**config.mk**
```make
export PLATFORM = sky130hd
export DESIGN_NAME = tick_downcounter
export DESIGN_NICKNAME = d
export VERILOG_FILES = /design/src/rtl/tick_timer_pkg.sv /design/src/rtl/tick_downcounter_sat_counter.sv /design/src/rtl/tick_downcounter.sv
export SDC_FILE = /design/constraint.sdc
export NUM_CORES = 1
export LEC_CHECK = 0
export CAP_MARGIN = 15
export CORE_ASPECT_RATIO = 0.75
export CORE_UTILIZATION = 30
export CTS_BUF_LIST = sky130_fd_sc_hd__clkbuf_4
export DETAILED_ROUTE_END_ITERATION = 10
export PLACE_DENSITY_LB_ADDON = 0.15
export REMOVE_ABC_BUFFERS = 1
export SETUP_SLACK_MARGIN = 0.05
export SLEW_MARGIN = 20
export SYNTH_ARGS = -nofsm -noshare
export SYNTH_HDL_FRONTEND = slang
export SYNTH_SLANG_ARGS = --single-unit
```
**constraint.sdc**
```tcl
create_clock -name Clock -period 4.3 [get_ports Clock]
set_input_delay 0.86 -clock Clock [delete_from_list [all_inputs] [get_ports Clock]]
set_output_delay 0.86 -clock Clock [all_outputs]
set_load 0.03 [all_outputs]
```
**src/rtl/tick_timer_pkg.sv**
```systemverilog
// Shared definitions for the tick-driven timer blocks: state encoding,
// default widths and a decoder that folds the unused state code onto IDLE.
package tick_timer_pkg;

  localparam int DEFAULT_WIDTH = 8;
  localparam int DEFAULT_EXPW  = 8;

  typedef enum logic [1:0] {
    ST_IDLE  = 2'd0,
    ST_RUN   = 2'd1,
    ST_PAUSE = 2'd2
  } state_e;

  // The fourth encoding is never written, but if it ever appears the timer
  // behaves as if it were idle so it cannot get stuck.
  function automatic state_e decodeState(input logic [1:0] raw);
    case (raw)
      2'd1:    return ST_RUN;
      2'd2:    return ST_PAUSE;
      default: return ST_IDLE;
    endcase
  endfunction

endpackage

```
**src/rtl/tick_downcounter_sat_counter.sv**
```systemverilog
// Saturating up-counter used to count timer expiries. A clear takes
// priority over an increment; clearing and incrementing together leaves
// the counter at one, which is how a zero-length start records its expiry.
module sat_counter #(
  parameter int W = 8
) (
  input  logic         Clock,
  input  logic         rst,
  input  logic         clr_i,
  input  logic         inc_i,
  output logic [W-1:0] count_o
);

  logic [W-1:0] count_q;

  // Count up on request, stick at all-ones, restart on clear.
  always_ff @(posedge Clock or negedge rst) begin
    if (!rst) begin
      count_q <= '0;
    end else if (clr_i) begin
      count_q <= inc_i ? W'(1) : '0;
    end else if (inc_i && (count_q != '1)) begin
      count_q <= count_q + W'(1);
    end
  end

  assign count_o = count_q;

endmodule

```
**src/rtl/tick_downcounter.sv**
```systemverilog
// Programmable down-counting timer. A start loads the count, each tick in
// RUN decrements it, and reaching zero pulses done and either returns to
// IDLE or reloads for periodic operation. Expiries are tallied in a
// saturating counter that restarts on every accepted start.
module tick_downcounter
  import tick_timer_pkg::*;
#(
  parameter int WIDTH = DEFAULT_WIDTH,
  parameter int EXPW  = DEFAULT_EXPW
) (
  input  logic             Clock,
  input  logic             rst,
  input  logic             tick,
  input  logic             start,
  input  logic [WIDTH-1:0] load_val,
  input  logic             auto_reload,
  input  logic             pause,
  input  logic             stop,
  output logic [WIDTH-1:0] Q,
  output logic             busy,
  output logic             done,
  output logic [EXPW-1:0]  exp_cnt
);

  state_e           state_q, state_d;
  logic [WIDTH-1:0] count_q, count_d;
  logic [WIDTH-1:0] reloadVal_q, reloadVal_d;
  logic             periodic_q, periodic_d;
  logic             done_q, done_d;
  logic             busy_q;
  logic             expClr, expInc;

  // Next-state and datapath decisions, honouring stop > start > pause > tick.
  always_comb begin
    state_d     = state_q;
    count_d     = count_q;
    reloadVal_d = reloadVal_q;
    periodic_d  = periodic_q;
    done_d      = 1'b0;
    expClr      = 1'b0;
    expInc      = 1'b0;

    case (decodeState(state_q))
      ST_RUN: begin
        if (stop) begin
          state_d = ST_IDLE;
          count_d = '0;
        end else if (pause) begin
          state_d = ST_PAUSE;
        end else if (tick) begin
          if (count_q > WIDTH'(1)) begin
            count_d = count_q - WIDTH'(1);
          end else if (count_q == WIDTH'(1)) begin
            done_d = 1'b1;
            expInc = 1'b1;
            if (periodic_q) begin
              count_d = reloadVal_q;
            end else begin
              count_d = '0;
              state_d = ST_IDLE;
            end
          end
        end
      end

      ST_PAUSE: begin
        if (stop) begin
          state_d = ST_IDLE;
          count_d = '0;
        end else if (!pause) begin
          state_d = ST_RUN;
        end
      end

      default: begin
        state_d = ST_IDLE;
        if (stop) begin
          count_d = '0;
        end else if (start) begin
          expClr = 1'b1;
          if (load_val != '0) begin
            count_d     = load_val;
            reloadVal_d = load_val;
            periodic_d  = auto_reload;
            state_d     = ST_RUN;
          end else begin
            count_d = '0;
            expInc  = 1'b1;
            done_d  = 1'b1;
          end
        end
      end
    endcase
  end

  // State, datapath and registered outputs all update on the same edge.
  always_ff @(posedge Clock or negedge rst) begin
    if (!rst) begin
      state_q     <= ST_IDLE;
      count_q     <= '0;
      reloadVal_q <= '0;
      periodic_q  <= 1'b0;
      done_q      <= 1'b0;
      busy_q      <= 1'b0;
    end else begin
      state_q     <= state_d;
      count_q     <= count_d;
      reloadVal_q <= reloadVal_d;
      periodic_q  <= periodic_d;
      done_q      <= done_d;
      busy_q      <= (state_d != ST_IDLE);
    end
  end

  sat_counter #(
    .W(EXPW)
  ) u_expCounter (
    .Clock   (Clock),
    .rst     (rst),
    .clr_i   (expClr),
    .inc_i   (expInc),
    .count_o (exp_cnt)
  );

  assign Q    = count_q;
  assign busy = busy_q;
  assign done = done_q;

endmodule

```
# [Word level (Yosys, flattened, before mapping)]
# Index checks and enable logic that the tools add are counted.
[totals] register_bits=29 latch_bits=0 mem_bits_rw=0 mem_bits_ro=0 input_bits=15 output_inout_bits=18 wordCells=69 memories=0
[classes] addsub=2 n_mul=0 div_mod_pow=0 magnitude_cmp=1 eq_ne=10 n_shift=0 mux=39 bitwise=2 n_reduce_logical=8
[ops] operator="$mux 8" n=12
[ops] operator="$mux 2" n=8
[ops] operator="$pmux 8 s2" n=1
[ops] operator="$mux 1" n=15
[ops] operator="$add 8x1->8 const B" n=1
[ops] operator="$eq 8x1->1 const B" n=1
[ops] operator="$gt 8x1->1 const B" n=1
[ops] operator="$ne 8x8->1 const B" n=1
[ops] operator="$pmux 2 s2" n=2
[ops] operator="$reduce_bool 8->1" n=1
[ops] operator="$sub 8x1->8 const B" n=1
[ops] operator="$ne 3x3->1 const B" n=2
[ops] operator="$reduce_and 5->1" n=1
[ops] operator="$eq 2x1->1 const B" n=2
[ops] operator="$eq 2x2->1 const B" n=2
[ops] operator="$ne 4x4->1 const B" n=1
[ops] operator="$reduce_and 4->1" n=1
[ops] operator="$reduce_bool 2->1" n=2
[ops] operator="$reduce_bool 3->1" n=1
[ops] operator="$ne 2x2->1 const B" n=1
[ops] operator="$not 1->1" n=2
[ops] operator="$pmux 1 s2" n=1
[ops] operator="$reduce_or 2->1" n=1
[ops] operator="$logic_and 1x1->1" n=1

# [Logic depth before layout (Yosys ltp)]
[logic_depth] ltp_word=10 depth_mapped=8

# [Modules after synthesis]
# Synthesis repeated with hierarchy kept, for this count alone.
[unflattened] hier_cells=203 area_unflattened_um2=1921.8
[by_module_without_submodules] module="tick_downcounter" n_inst=1 cells_per_inst=156 area_per_inst_um2=1448.9 seq_area_each_um2=525.5
[by_module_without_submodules] module="sat_counter" n_inst=1 cells_per_inst=47 area_per_inst_um2=473.0 seq_area_each_um2=200.2

# [Worst setup path after synthesis]
# No wires, ideal clock.
[synth_timing] path_type="flip-flop to flip-flop" startpoint="register count_q[1], in the netlist Q[1]" endpoint="register u_expCounter.count_q[2], in the netlist u_expCounter.count_o[2]" setup_ps=120 t_arrival_ps=2238 required_ps=4180 slack_ps=1941 stages_incl_launch_ff=9 period_less_slack_ps=2359 cell_sequence="dfrtp_1 > inv_1 > ha_1 > or3b_2 > nor4_4 > or2_2 > buf_2 > a311oi_1 > a41o_1"
[synth_via] elab_chain_cells=9 word_cells_on_any_way=10 classes_between="order compare (1); eq/ne (1); mux (6); reduce/logical (2)"
[synth_lines] element="start, declared" line="tick_downcounter.sv:26" rtl="logic [WIDTH-1:0] count_q, count_d;"
[synth_lines] element="start signal, assigned" line="tick_downcounter.sv:107" rtl="count_q <= count_d;"
[synth_lines] element="parallel branches: the longest is 2 deep, another holds $gt 8x1->1"
[synth_lines] element="$mux 1 (*) (4 in series)"
[synth_lines] element="$pmux 1 s2 (*)"
[synth_lines] element="via done_d" line="tick_downcounter.sv:29" rtl="logic done_q, done_d;"
[synth_lines] element="$logic_and 1x1->1 (*)" line="tick_downcounter_sat_counter.sv:22" rtl="end else if (inc_i && (count_q != '1)) begin"
[synth_lines] element="$reduce_bool 2->1 (no line) (*)"
[synth_lines] element="end signal, assigned" line="tick_downcounter_sat_counter.sv:21" rtl="count_q <= inc_i ? W'(1) : '0;"
[synth_lines] element="end signal, assigned" line="tick_downcounter_sat_counter.sv:23" rtl="count_q <= count_q + W'(1);"
[synth_lines] element="end, declared" line="tick_downcounter_sat_counter.sv:14" rtl="logic [W-1:0] count_q;"
# Mark *: on every way through the listed nets, which the timed path passes.
# A chain may end at the register's enable or synchronous reset.

# [Worst setup path in the final report]
[layout_timing] startpoint="input load_val[5]" endpoint="register u_expCounter.count_q[5], in the netlist u_expCounter.count_o[5]"
[layout_via] elab_chain_cells=7
[layout_lines] element="start, declared" line="tick_downcounter.sv:15" rtl="input logic [WIDTH-1:0] load_val,"
[layout_lines] element="$reduce_bool 8->1" line="tick_downcounter.sv:81" rtl="if (load_val != '0) begin"
[layout_lines] element="$mux 1" line="tick_downcounter.sv:81"
[layout_lines] element="$mux 1" line="tick_downcounter.sv:79" rtl="end else if (start) begin"
[layout_lines] element="$mux 1" line="tick_downcounter.sv:77" rtl="if (stop) begin"
[layout_lines] element="$pmux 1 s2" line="tick_downcounter.sv:43" rtl="case (decodeState(state_q))"
[layout_lines] element="$logic_and 1x1->1" line="tick_downcounter_sat_counter.sv:22"
[layout_lines] element="$reduce_bool 2->1 (no line)"
# No other way between the ends.

==> reports/metrics.yaml <==
power:
  powerDensity_mw_per_mm2: 306.6
  peakVddDrop_v: 0.0001288
  power.leakage_nw: 0.8907
hold_path:
  hold_path_class: "reg2reg"
  holdPathEnd: "reloadVal_q[6]"
  holdCritStartpoint: "reloadVal_q[6]"
  hold_path_depth: 1
detailed_routing:
  drtAntennaViolNets: 0
  drc: 0
  vias: 1550
  finalWirelength_um: 4487
  detail_route.wl_per_cell_um: 15.26
  routed_via_density: 5.272
  drt-initial-drc-count: 107
  dr.pass1.iters: 4
floorplanning:
  rows: 23
  die_area_sq_mm: 0.005989
  start_util: 0.3150
  fp.dieW_um: 89.03
  pin_count: 33
  coreArea_sq_mm: 0.005410
  die_h_um: 67.27
logic_synthesis:
  ys_seq_area_frac: 0.4258
  yosysWarningCount: 0
  synth_cell_type_count: 45
  ys_async_sr_fraction: 1.000
  synth_area_per_cell_sq_um: 9.312
  syn_inst: 183
  synth.ff_latch_count: 29
  synth-main-ff-cell: "dfrtp_1"
  synth_edf_count: 0
  syn_area_sq_mm: 0.001704
timing:
  drv_slew: 0
  hold_violations: 0
  maxSlewHeadroom: 0.3734
  min_period_ps: 2670
  max_freq_ghz: 0.3745
  setup_violations: 0
  setup-tns-final_ps: 0
  fin_hold_ws_ps: 518.3
  timing.final.crit_share: 0.6210
  grt_setup_unrepaired: "false"
  setup_ws_ps: 1630
  worst_pin_slew_ps: 935.8
  finClkSkew_ps: 7.316
placed_design:
  detailedPlace.worstSlack_ps: 1307
  io_buffers: 32
  placed_cell_area_sq_mm: 0.002113
  place_congestion: 0.7305
  dp_hpwl_um: 3305
clock_tree:
  numCtsBuffers: 5
  cts_hold_buf: 0
  cts_max_path_buffers: 2
  cts_root_buffer: "clkbuf_4"
  post_cts_buffers: 0
  cts_max_level: 2
  cts.sinks: 29
  cts_resized: 0
  cts_tree: "yes"
  path_clk_slew_ps: 90
  clk_latency_ps: 330
outcome:
  outcome: "complete, no violations"
critical_path:
  worstReg2RegEnd: "u_expCounter.count_o[5]"
  cp.arrival_ps: 2920
  crit_type: "in2reg"
  cp.required_ps: 4550
  crit_path_start_kind: "primary input"
  worstRegToRegCells: 7
  rrSetupSlack_ps: 1790
  r2r_start: "Q[1]"
  path_max_fanout: 8
  critPathCaptureType: "flop"
cells_and_area:
  drive_gt1_frac: 0.1279
  multi_input_area_sq_um: 917.1
  fill_cells: 564
  regArea_sq_um: 725.7
  area_delta_synth_final_pct: 27.24
  fin_nets: 238
  design_area_sq_mm: 0.002168
  diodes: 0
global_route:
  grt_max_degree: 30
  globalRouteOverflowTotal: 0
  antenna_found_initial: 0
  grt_pass1_wl_um: 7231
  grt_use_total: 0.1615
  grt_pass1_vias: 1417
flow_run:
  cap_violations: 0
==> worst max-delay path by stage <==
stage	from	endpoint	slack, ps	depth (start not counted)
6_report	load_val[5]	u_expCounter.count_o[5]	1630	6
5_1_grt	load_val[5]	u_expCounter.count_o[5]	1490	6
4_1_cts	load_val[5]	u_expCounter.count_o[5]	1640	6
3_5_place_dp	load_val[5]	u_expCounter.count_o[5]	1310	6
3_3_place_gp	load_val[5]	busy	1330	5
2_1_floorplan	Q[0]	Q[7]	1590	6
==> kinds of logic (layout without fill, tap and decap cells) <==
kind of cell / count (synthesis) / in the layout / share of synthesized area
AOI/OAI and AO/OA: 55 / 55 / 0.2166
xor gates and xnor gates: 2 / 2 / 0.01028
adders and majority gates: 5 / 5 / 0.03671
buffers and inverters: 16 / 52 / 0.03597
DFF: 29 / 29 / 0.4258
muxes: 8 / 8 / 0.05213
and+or+nand+nor: 68 / 68 / 0.2225
==> worst max-delay path, stage by stage <==
cell and delay, ps:
clkdlybuf4s50_1 450, nor4_1 640, and3_1 320, o21ai_2 130, or3_1 370, a21oi_1 140
==> Yosys cell counts (2+ instances only) <==
cell      instances  area, sq um
dfrtp_1          29        725.7
nand2_1          18        67.56
a21oi_1          13        65.06
nor2_1           13        48.80
nand3_1          12        60.06
o21ai_0          10        50.05
inv_1             9        33.78
a31oi_1           8        50.05
mux2_2            7        78.83
clkbuf_1          6        22.52
ha_1              5        62.56
a311o_1           3        30.03
and3_1            3        18.77
nor4_1            3        18.77
o211ai_1          3        22.52
o31ai_1           3        22.52
or2_2             3        18.77
or3_1             3        18.77
a211o_1           2        17.52
a22o_1            2        17.52
nand4b_1          2        17.52
o21a_1            2        15.01
xnor2_1           2        17.52
==> area by class of cell <==
| cell class | count | share of cell area |
|---|---|---|
| inverter | 9 | 0.01558 |
| timing repair buffer | 35 | 0.1581 |
| multi-input combinational | 138 | 0.4230 |
| sequential | 29 | 0.3347 |
| clock buffer | 6 | 0.02077 |
| tap | 75 | 0.04328 |
| clock inverter | 2 | 0.004616 |
==> power breakdown <==
group | total [W] | switching (W) | internal, W
clock | 0.000169 | 0.000100 | 0.0000685
sequential | 0.000331 | 0.0000321 | 0.000298
combinational | 0.000166 | 0.0000911 | 0.0000745
total | 0.000665 | 0.000223 | 0.000442
==> sequential cells by signal (all words and copies together), names as in the netlist <==
name,cells
Q,8
state_q,2
reloadVal_q,8
busy,1
done,1
u_expCounter.count_o,8
periodic_q,1
==> routing by layer <==
metal / vias up / track usage / share of wire
li1: 759 / - / -
met1: 747 / 0.2470 / 0.54
met2: 40 / 0.2317 / 0.40
met3: 4 / 0.03301 / 0.044
met4: 0 / 0.03571 / 0.0080
met5: - / 0 / 0
==> layout by cell type, fill, tap and decap left out, drive strengths merged, types with 5 or more instances in the layout <==
cell           netlist  layout
ha                   5       5
clkbuf               6       6
a31oi                8       8
nand3               12      12
nor2                13      13
a21oi               14      14
mux2                 7       7
inv                  9       9
nor4                 5       5
dfrtp               29      29
o21ai               11      11
clkdlybuf4s50        0      32
nand2               18      18
==> stage by stage <==
stage                     utilization  std cells  total power [W]
final                          0.4008        294        0.0006648
after global routing           0.4008        294        0.0007023
after CTS                      0.4008        294        0.0006694
after detailed placement       0.3906        286        0.0005018
after global placement         0.3906        286        0.0005020
after floorplan                     -        176        0.0004289
Power figures use the tool's default switching activity.
